===== src/rtl/RAM_shared_pkg.sv =====
// -----------------------------------------------------------------------------
// RAM_shared_pkg
// Parameters shared by the RAM and every block that talks to it.
//   ADDR_SIZE : width of a RAM address and of a RAM data word
//   MEM_DEPTH : number of RAM locations
// -----------------------------------------------------------------------------
package RAM_shared_pkg;

  localparam int ADDR_SIZE = 8;
  localparam int MEM_DEPTH = 256;

endpackage : RAM_shared_pkg


===== src/rtl/SPI_shared_pkg.sv =====
// -----------------------------------------------------------------------------
// SPI_shared_pkg
// Types and constants for the SPI front end of the SPI/RAM wrapper.
//   spi_state_e : slave FSM states
//   WORD_W      : serial command word width, {cmd[1:0], payload}
//   CMD_*       : command codes carried in word bits [WORD_W-1:WORD_W-2]
// -----------------------------------------------------------------------------
package SPI_shared_pkg;

  import RAM_shared_pkg::*;

  typedef enum logic [2:0] {
    IDLE,
    CHK_CMD,
    WRITE,
    READ_ADD,
    READ_DATA
  } spi_state_e;

  localparam int WORD_W = ADDR_SIZE + 2;

  localparam logic [1:0] CMD_WR_ADDR = 2'b00;
  localparam logic [1:0] CMD_WR_DATA = 2'b01;
  localparam logic [1:0] CMD_RD_ADDR = 2'b10;
  localparam logic [1:0] CMD_RD_DATA = 2'b11;

endpackage : SPI_shared_pkg


===== src/rtl/spi_slave.sv =====
// -----------------------------------------------------------------------------
// spi_slave
// Master-facing end of the RAM command interface. Deserialises MOSI frames
// into {cmd[1:0], payload} words, strobes each one to the RAM with rx_valid,
// and for read-data commands serialises the RAM reply MSB-first on MISO.
//
// Ports
//   clk       in   system clock, also the SPI bit clock (MOSI sampled on posedge)
//   rst_n     in   asynchronous active-low reset
//   SS_n      in   slave select, active low; a frame is one low interval
//   MOSI      in   serial command data, MSB first
//   MISO      out  registered serial read data, MSB first
//   rx_data   out  assembled command word, [WORD_W-1:WORD_W-2] cmd, rest payload
//   rx_valid  out  one-cycle strobe qualifying rx_data
//   tx_data   in   read data from the RAM
//   tx_valid  in   strobe qualifying tx_data
// -----------------------------------------------------------------------------
module spi_slave
  import RAM_shared_pkg::*;
  import SPI_shared_pkg::*;
(
  input  logic                 clk,
  input  logic                 rst_n,
  input  logic                 SS_n,
  input  logic                 MOSI,
  output logic                 MISO,
  output logic [WORD_W-1:0]    rx_data,
  output logic                 rx_valid,
  input  logic [ADDR_SIZE-1:0] tx_data,
  input  logic                 tx_valid
);

  localparam int CNT_W = $clog2(WORD_W + 1);
  localparam int TXC_W = $clog2(ADDR_SIZE);

  // rx_cnt counts received word bits; CNT_DONE means the word is complete and
  // any further MOSI bits in this frame are ignored.
  localparam logic [CNT_W-1:0] CNT_LAST = CNT_W'(WORD_W - 1);
  localparam logic [CNT_W-1:0] CNT_DONE = CNT_W'(WORD_W);
  localparam logic [TXC_W-1:0] TX_REST  = TXC_W'(ADDR_SIZE - 1);

  spi_state_e          state;
  logic [CNT_W-1:0]    rx_cnt;
  logic [WORD_W-1:0]   rx_shift;
  logic                rd_addr_received;
  logic [ADDR_SIZE-1:0] tx_shift;
  logic [TXC_W-1:0]    tx_left;
  logic                tx_taken;
  logic [WORD_W-1:0]   word_next;

  // Word as it will look once the current MOSI bit is shifted in; used on the
  // final bit so the strobed word and the flag update see the same value.
  assign word_next = {rx_shift[WORD_W-2:0], MOSI};

  // tx_left counts the reply bits still to be driven after bit 7, which goes
  // out on the same edge that latches tx_data. tx_taken limits the reply to
  // one per frame.
  always_ff @(posedge clk or negedge rst_n) begin
    if (!rst_n) begin
      state            <= IDLE;
      MISO             <= 1'b0;
      rx_data          <= '0;
      rx_valid         <= 1'b0;
      rx_cnt           <= '0;
      rx_shift         <= '0;
      rd_addr_received <= 1'b0;
      tx_shift         <= '0;
      tx_left          <= '0;
      tx_taken         <= 1'b0;
    end else begin
      rx_valid <= 1'b0;
      if (state != IDLE && SS_n) begin
        // Frame end: partial words and unsent reply bits are dropped.
        state    <= IDLE;
        rx_cnt   <= '0;
        MISO     <= 1'b0;
        tx_shift <= '0;
        tx_left  <= '0;
        tx_taken <= 1'b0;
      end else begin
        case (state)
          IDLE: begin
            if (!SS_n) begin
              state <= CHK_CMD;
            end
          end

          CHK_CMD: begin
            rx_shift <= {{(WORD_W-1){1'b0}}, MOSI};
            rx_cnt   <= CNT_W'(1);
            tx_taken <= 1'b0;
            if (!MOSI) begin
              state <= WRITE;
            end else if (!rd_addr_received) begin
              state <= READ_ADD;
            end else begin
              state <= READ_DATA;
            end
          end

          default: begin
            if (rx_cnt < CNT_DONE) begin
              rx_shift <= word_next;
              rx_cnt   <= rx_cnt + 1'b1;
              if (rx_cnt == CNT_LAST) begin
                rx_data  <= word_next;
                rx_valid <= 1'b1;
                if (word_next[WORD_W-1:WORD_W-2] == CMD_RD_ADDR) begin
                  rd_addr_received <= 1'b1;
                end else if (word_next[WORD_W-1:WORD_W-2] == CMD_RD_DATA) begin
                  rd_addr_received <= 1'b0;
                end
              end
            end else if (state == READ_DATA) begin
              if (tx_left != '0) begin
                MISO     <= tx_shift[ADDR_SIZE-1];
                tx_shift <= {tx_shift[ADDR_SIZE-2:0], 1'b0};
                tx_left  <= tx_left - 1'b1;
              end else if (tx_valid && !tx_taken) begin
                MISO     <= tx_data[ADDR_SIZE-1];
                tx_shift <= {tx_data[ADDR_SIZE-2:0], 1'b0};
                tx_left  <= TX_REST;
                tx_taken <= 1'b1;
              end else begin
                MISO <= 1'b0;
              end
            end
          end
        endcase
      end
    end
  end

endmodule : spi_slave


===== config.mk =====
export PLATFORM = sky130hd
export DESIGN_NAME = spi_slave
export DESIGN_NICKNAME = d
export VERILOG_FILES = /design/src/rtl/RAM_shared_pkg.sv /design/src/rtl/SPI_shared_pkg.sv /design/src/rtl/spi_slave.sv
export SDC_FILE = /design/constraint.sdc
export NUM_CORES = 1
export LEC_CHECK = 0
export ABC_AREA = 0
export CORE_ASPECT_RATIO = 0.8
export CORE_MARGIN = 10
export CORE_UTILIZATION = 53
export CTS_CLUSTER_SIZE = 14
export DETAILED_ROUTE_END_ITERATION = 10
export PLACE_DENSITY = 0.81
export REMOVE_ABC_BUFFERS = 1
export SLEW_MARGIN = 20
export SYNTH_ARGS = -nofsm -noshare
export SYNTH_HDL_FRONTEND = slang
export SYNTH_SLANG_ARGS = --single-unit

===== constraint.sdc =====
create_clock -name clk -period 2.25 [get_ports clk]
set_clock_uncertainty 0.05 [all_clocks]
set_input_delay 0.675 -clock clk [delete_from_list [all_inputs] [get_ports clk]]
set_output_delay 0.675 -clock clk [all_outputs]
set_load 0.005 [all_outputs]

==> results of run 1 <==
[power by group]
| part | total, W | internal (W) | switching, W |
|---|---|---|---|
| registers | 0.000798 | 0.000753 | 0.0000446 |
| clock network | 0.000623 | 0.000391 | 0.000232 |
| logic | 0.000163 | 0.0000787 | 0.0000844 |
| total | 0.00158 | 0.00122 | 0.000361 |
[cell usage after synthesis (all sizes together)]
cell / instances / area share (%)
nor2b: 2 / 0.70
a22o: 8 / 3.9
nand3: 2 / 0.56
dfrtp: 40 / 56
mux2: 11 / 6.9
nand2b: 2 / 0.70
nand2: 5 / 1.0
a311oi: 3 / 1.5
a41oi: 1 / 0.49
clkbuf: 3 / 0.63
a2bb2oi: 1 / 0.49
or2: 3 / 1.0
nor4: 1 / 0.70
a31oi: 2 / 0.70
mux2i: 6 / 3.3
buf: 3 / 1.3
o21ai: 3 / 1.0
nor3: 3 / 0.84
a2111oi: 1 / 1.5
o32ai: 1 / 0.49
inv: 8 / 1.7
nand3b: 2 / 0.84
ha: 4 / 2.8
a21oi: 7 / 2.0
nand4b: 1 / 0.49
xor2: 2 / 0.98
nor2: 16 / 3.3
a211oi: 9 / 4.3
[state kept, by name, summed over array words and instances (netlist names)]
register,flops
tx_taken,1
tx_shift,7
rd_addr_received,1
rx_data,10
MISO,1
rx_shift,9
tx_left,3
rx_cnt,4
rx_valid,1
state,3
[final timing paths]
path                       startpoint          end  depth (start not counted)
setup / recovery             tx_valid  tx_shift[5]                          6
hold / removal                  rst_n   rx_data[5]                          2
setup reg to reg           tx_left[0]  tx_shift[5]                          7
hold reg to reg            rx_data[6]   rx_data[6]                          1
max in group asynchronous       rst_n   rx_data[0]                          2
min in group clk           rx_data[6]   rx_data[6]                          1
[critical path: stages]
cell,delay [ns]
clkdlybuf4s50_1,0.49
nand2b_1,0.12
a2111oi_4,0.39
buf_4,0.26
nor2_1,0.06
a211oi_1,0.22
[cells in the final DEF, fill, tap and decap left out, drive strengths merged, types with 4 or more instances in the layout]
cell type | synthesis | final
nand2 | 5 | 5
clkdlybuf4s50 | 0 | 23
dfrtp | 40 | 40
a21oi | 7 | 7
nor2 | 16 | 16
mux2 | 11 | 11
mux2i | 6 | 6
a22o | 8 | 8
inv | 8 | 8
ha | 4 | 4
a211oi | 9 | 9
clkbuf | 3 | 7
buf | 3 | 12
[layout make-up]
type	instances	share of cell area [%]
multi-input combinational	96	32.4
clock inverter	1	1.33
inverter	8	1.33
timing repair buffer	35	14.1
tap	40	2.22
sequential	40	44.4
clock buffer	7	4.27
[cells by family after synthesis]
logic type / Yosys count / share of synthesized area (%)
AO/OA/AOI/OAI: 36 / 16.4
AND/OR/NAND/NOR: 37 / 10.2
adder cells (fa/ha/maj): 4 / 2.79
multiplexers: 17 / 10.2
flip-flops: 40 / 55.7
buffers and inverters: 14 / 3.62
XOR/XNOR: 2 / 0.976
[metrics by stage]
stage / power (W) / setup WS, ns / setup TNS, ns / instance area, um2 / cells
final: 0.00158 / 0.184 / 0 / 2250 / 227
after CTS: 0.00160 / 0.175 / 0 / 2250 / 227
after global routing: 0.00166 / 0.0681 / 0 / 2250 / 227
after global placement: 0.000960 / -0.00707 / -0.00707 / 2130 / 219
after detailed placement: 0.000971 / -0.118 / -0.721 / 2130 / 219
after floorplan: 0.000888 / 0.130 / 0 / 1760 / 144
[routing by layer]
| metal | vias up | share of wire [%] | GRT usage [%] |
|---|---|---|---|
| met5 | - | 0 | 0 |
| met1 | 627 | 44 | 15.5 |
| met4 | 0 | 0.80 | 5.29 |
| li1 | 616 | - | - |
| met2 | 29 | 50 | 17.9 |
| met3 | 4 | 5.5 | 3.68 |
==> impl_results.md, run 1 <==
- CP Data Arrival Time: 2.20 ns
- Number of buffers added for setup after CTS: 0
- First-pass GRT wire length: 6100 um
- FF/Latch Area: 1000 um2
- Hold slack: 0.383 ns
- Largest net degree at the start of global routing: 41
- Die Width: 85.1 um
- Antenna-violating nets left: 0
- YS warnings: 0
- Layout net count: 203
- Die height: 72.1 um
- Initial antenna violation count: 0
- Die area: 6130 um2
- GPL Wtd Cong: 0.785
- R2R Setup Slk: 0.41 ns
- Core area: 3180 um2
- Final max-slew violation count: 0
- Yosys reg bits: 40
- Antenna fix cells: 0
- Clock Latency Late Sink: 0.28 ns
- Area Growth Syn to Fin: 25.6%
- Synthesized area per cell: 12.0 um2
- Synthesized area: 1800 um2
- Layout cells sized above 1: 20.3%
- Vias in the first global route: 1,308
- Pwr dens: 703 nW/um2
- Crit Path Category: in2reg
- Clk sinks: 40
- RSZ-0062 raised after global routing: no
- Post-layout min period: 2.07 ns
- Root buf cell: clkbuf_8
- Startpoint Class: input pin
- Vias per cell: 5.62
- CTS tree: built
- H-tree depth: 2
- CTS Buf Count: 5
- All-Layer GR Usage: 11.9%
- Port bufs: 24
- Iter 0 DRT Violations: 62
- DR pass1 iterations: 4
- CP max FO: 14
- Hold Crit Class: in2async
- Via count: 1,276
- Final design utilization: 71.0%
- Pleak: 1.04 nW
- Detail Placement HPWL: 2640 um
- Seq/Total Area, Yosys: 55.7%
- Status: finished, final reports clean
- Data required, critical path: 2.39 ns
- Number of library cell types mapped by synthesis: 34
- Resized cells post-CTS: 0
- Detailed Route WL: 3620 um
- Avg WL per Cell: 15.9 um
- CP endpoint kind: flip-flop
- Std cell rows: 18
- Fmax: 0.484 GHz
- Io pins: 25
- Maxcap violations: 0
- Maximum vdd drop: 0.000453 V
- Maximum clock insertion buffer count: 2
- CTS Hold Bufs: 0
- Overflow after GRT: 0
- Area of the multi-input gates: 729 um2
- Final hold violation count: 0
- Final Setup Violations: 0
- Initial core utilization: 56.5%
- Final worst path period share: 91.8%
- Cell count after synthesis: 150
- DRC viols: 0
- Slew margin rel.: 62.5%
- Fill cells: 208
- Clock-pin slew on the worst setup and hold paths: 0.07 ns
- Worst-Margin Slew: 0.559 ns
Note: power is estimated with default switching activity, not from simulation.
==> run 2: changes to the inputs <==
--- a/config.mk
+++ b/config.mk
@@ -8,10 +8,10 @@
 export ABC_AREA = 0
 export CORE_ASPECT_RATIO = 0.8
 export CORE_MARGIN = 10
-export CORE_UTILIZATION = 53
+export CORE_UTILIZATION = 48
 export CTS_CLUSTER_SIZE = 14
 export DETAILED_ROUTE_END_ITERATION = 10
-export PLACE_DENSITY = 0.81
+export PLACE_DENSITY = 0.77
 export REMOVE_ABC_BUFFERS = 1
 export SLEW_MARGIN = 20
 export SYNTH_ARGS = -nofsm -noshare
==> constraint.sdc (replaced) <==
create_clock -name clk -period 1.7 [get_ports clk]
set_clock_uncertainty 0.05 [all_clocks]
set_input_delay 0.51 -clock clk [delete_from_list [all_inputs] [get_ports clk]]
set_output_delay 0.51 -clock clk [all_outputs]
set_load 0.005 [all_outputs]
==> impl_results.md, run 2 (same netlist as run 1, synthesis figures left out) <==
- CTS Hold Bufs: 0 (unchanged)
- Vias in the first global route: 1,411 (+7.9%)
- CP Cell Sequence: inv_2 -> ha_4 -> nor2b_4 -> a2111oi_4 -> buf_4 -> nor2_1 -> a311oi_1
- Clk sinks: 40 (unchanged)
- Via count: 1,347 (+5.6%)
- Final Setup Violations: 0 (unchanged)
- Layout cells sized above 1: 30.2% (+9.9 points)
- CP endpoint kind: flip-flop
- Maxcap violations: 0 (unchanged)
- Startpoint Class: flip-flop
- Levels on crit path: 7 (+1)
- Initial core utilization: 51.0% (-5.5 points)
- Combinational power share: 13.3% (+3.0 points)
- Data required, critical path: 1.84 ns (-0.55 ns)
- First-pass GRT wire length: 6630 um (+8.7%)
- Pwr dens: 887 nW/um2 (+26%)
- Antenna fix cells: 0 (unchanged)
- Std cell rows: 19 (+1)
- Internal power: 0.00161 W (+32%)
- Sw power: 0.000534 W (+48%)
- Detailed Route WL: 4100 um (+13%)
- Layout net count: 218 (+7.4%)
- Biggest regs: rx_data (10), rx_shift (9), tx_shift (7)
- Io pins: 25 (unchanged)
- Post-layout min period: 1.66 ns
- Clock share of power: 38.4% (-0.9 points)
- Die area: 6600 um2 (+7.7%)
- Sequential power share: 48.3% (-2.1 points)
- DR pass1 iterations: 4 (unchanged)
- Vias per cell: 5.52 (-1.8%)
- Clock Latency Late Sink: 0.29 ns (about the same)
- Antenna-violating nets left: 0 (unchanged)
- Overflow after GRT: 0 (unchanged)
- CP Data Arrival Time: 1.80 ns (-0.40 ns)
- Maximum clock insertion buffer count: 2 (unchanged)
- Buffers & Inverters on Critical Path: 2 (unchanged)
- Most common cell after layout, fill and taps aside: dfrtp_1
- Die height: 74.7 um (+3.7%)
- All-Layer GR Usage: 13.0% (+1.1 points)
- Worst path max stage delay: 0.38 ns (-0.11 ns)
- Worst-Margin Slew: 0.358 ns (-0.200 ns)
- R2R depth: 7 (unchanged)
- Avg WL per Cell: 16.8 um (+5.5%)
- Critical path's slowest cell: dfrtp_1
- CP max FO: 4 (-10)
- Detail Placement HPWL: 2750 um (+4.1%)
- Final hold violation count: 0 (unchanged)
- Switch share: 24.9% (+2.1 points)
- Pleak: 1.22 nW (+17%)
- CTS tree: built
- Root buf cell: clkbuf_8
- Maximum vdd drop: 0.000699 V (+54%)
- Status: finished, final reports clean
- RSZ-0062 raised after global routing: yes
- Max reg flops: 10 (unchanged)
- Most frequent cells in the layout: dfrtp_1 (40), buf_4 (24), nor2_1 (14), dlygate4sd2_1 (13)
- Initial antenna violation count: 0 (unchanged)
- Crit Path Category: reg2reg
- CTS Buf Count: 5 (unchanged)
- Port bufs: 24 (unchanged)
- Core area: 3520 um2 (+11%)
- Area Growth Syn to Fin: 34.9%
- H-tree depth: 2 (unchanged)
- Largest net degree at the start of global routing: 41 (unchanged)
- Total power: 0.00215 W (+36%)
- Fill cells: 273 (+31%)
- Die Width: 88.4 um (+3.9%)
- GPL Wtd Cong: 0.862 (+9.7%)
- Placed cells: 228 (+4.1%)
- Fin area: 2420 um2 (+7.4%)
- Fin cells: 244 (+7.5%)
- Iter 0 DRT Violations: 43 (-31%)
- Register with the most flip-flops: rx_data
- Hold Crit Class: in2async
- Final design utilization: 68.8% (-2.2 points)
- Dpl cell area: 2200 um2 (+3.2%)
- Slew margin rel.: 76.1% (+14 points)
- Fmax: 0.602 GHz
- Clock-pin slew on the worst setup and hold paths: 0.08 ns (about the same)
- DRC viols: 0 (unchanged)
- CP top delay family: compound AO/OA/AOI/OAI gates
- Final worst path period share: 97.7%
- Final max-slew violation count: 0 (unchanged)
==> run 2: changes by cell type in the layout (fill, tap and decap cells not counted), sizes merged <==
cell,previous run,this run
dlymetal6s2s,0,1
clkdlybuf4s50,23,9
dlygate4sd2,0,13
buf,12,27
clkbuf,7,6
clkinv,0,1
==> run 2: worst reg2reg max path, delay by kind of cell (launching register included) <==
| kind | cells | cell delay, ns |
|---|---|---|
| buf+inv | 2 | 0.26 |
| flops | 1 | 0.38 |
| fa+ha+maj | 1 | 0.15 |
| simple gates | 2 | 0.17 |
| compound gates | 2 | 0.56 |
==> run 2: repair_timing <==
action | CTS | global route
pin swaps | 6 | 3
resized for setup | 27 | 5
hold endpoints to repair | 0 | 0
endpoints found under the setup margin | 38 | 25
cloned | 1 | 0
buffers inserted | 7 | 1
==> run 2: path summary, 6_finish.rpt <==
path / slack [ns] / endpoint / startpoint
max in group asynchronous: 1.28 / rx_cnt[2] / rst_n
min in group clk: 0.45 / rx_data[6] / rx_data[6]
worst max register to register: 0.04 / tx_left[0] / tx_left[1]
worst max-delay path: 0.04 / tx_left[0] / tx_left[1]
worst min-delay path: 0.12 / MISO / rst_n
worst min register to register: 0.45 / rx_data[6] / rx_data[6]
==> run 2: power by group through the flow <==
stage / Sequential, W / Clock (W) / Combinational [W]
CTS: 0.00104 / 0.000841 / 0.000272
floorplan: 0.00106 / 0 / 0.000117
global route: 0.00104 / 0.000881 / 0.000318
global placement: 0.00105 / 0 / 0.000254
finish: 0.00104 / 0.000824 / 0.000287
detailed placement: 0.00105 / 0 / 0.000267
==> run 2: layout make-up <==
| cell class | instances | area, um2 | area share [%] |
|---|---|---|---|
| clock inverter | 2 | 38.8 | 1.60 |
| inverter | 8 | 30.0 | 1.24 |
| tap | 42 | 52.6 | 2.17 |
| multi-input combinational | 96 | 785 | 32.4 |
| sequential | 40 | 1000 | 41.3 |
| timing repair buffer | 50 | 433 | 17.9 |
| clock buffer | 6 | 82.6 | 3.41 |
==> run 2: routing by layer <==
| layer | global-route usage, % | vias up | wire (um) |
|---|---|---|---|
| met2 | 20.7 | 38 | 1880 |
| met1 | 15.4 | 659 | 1880 |
| met4 | 7.33 | 0 | 92 |
| met3 | 4.21 | 10 | 254 |
| met5 | 0 | - | 0 |
| li1 | - | 640 | - |
==> run 2: per-stage QoR <==
step / setup WS [ns] / TNS, ns / hold slack [ns]
floorplan: -0.383 / -6.00 / 0.164
global placement: -0.414 / -8.70 / 0.419
detailed placement: -0.482 / -9.71 / 0.434
CTS: -0.0278 / -0.0278 / 0.129
global route: -0.0871 / -0.164 / 0.143
finish: 0.0394 / 0 / 0.119
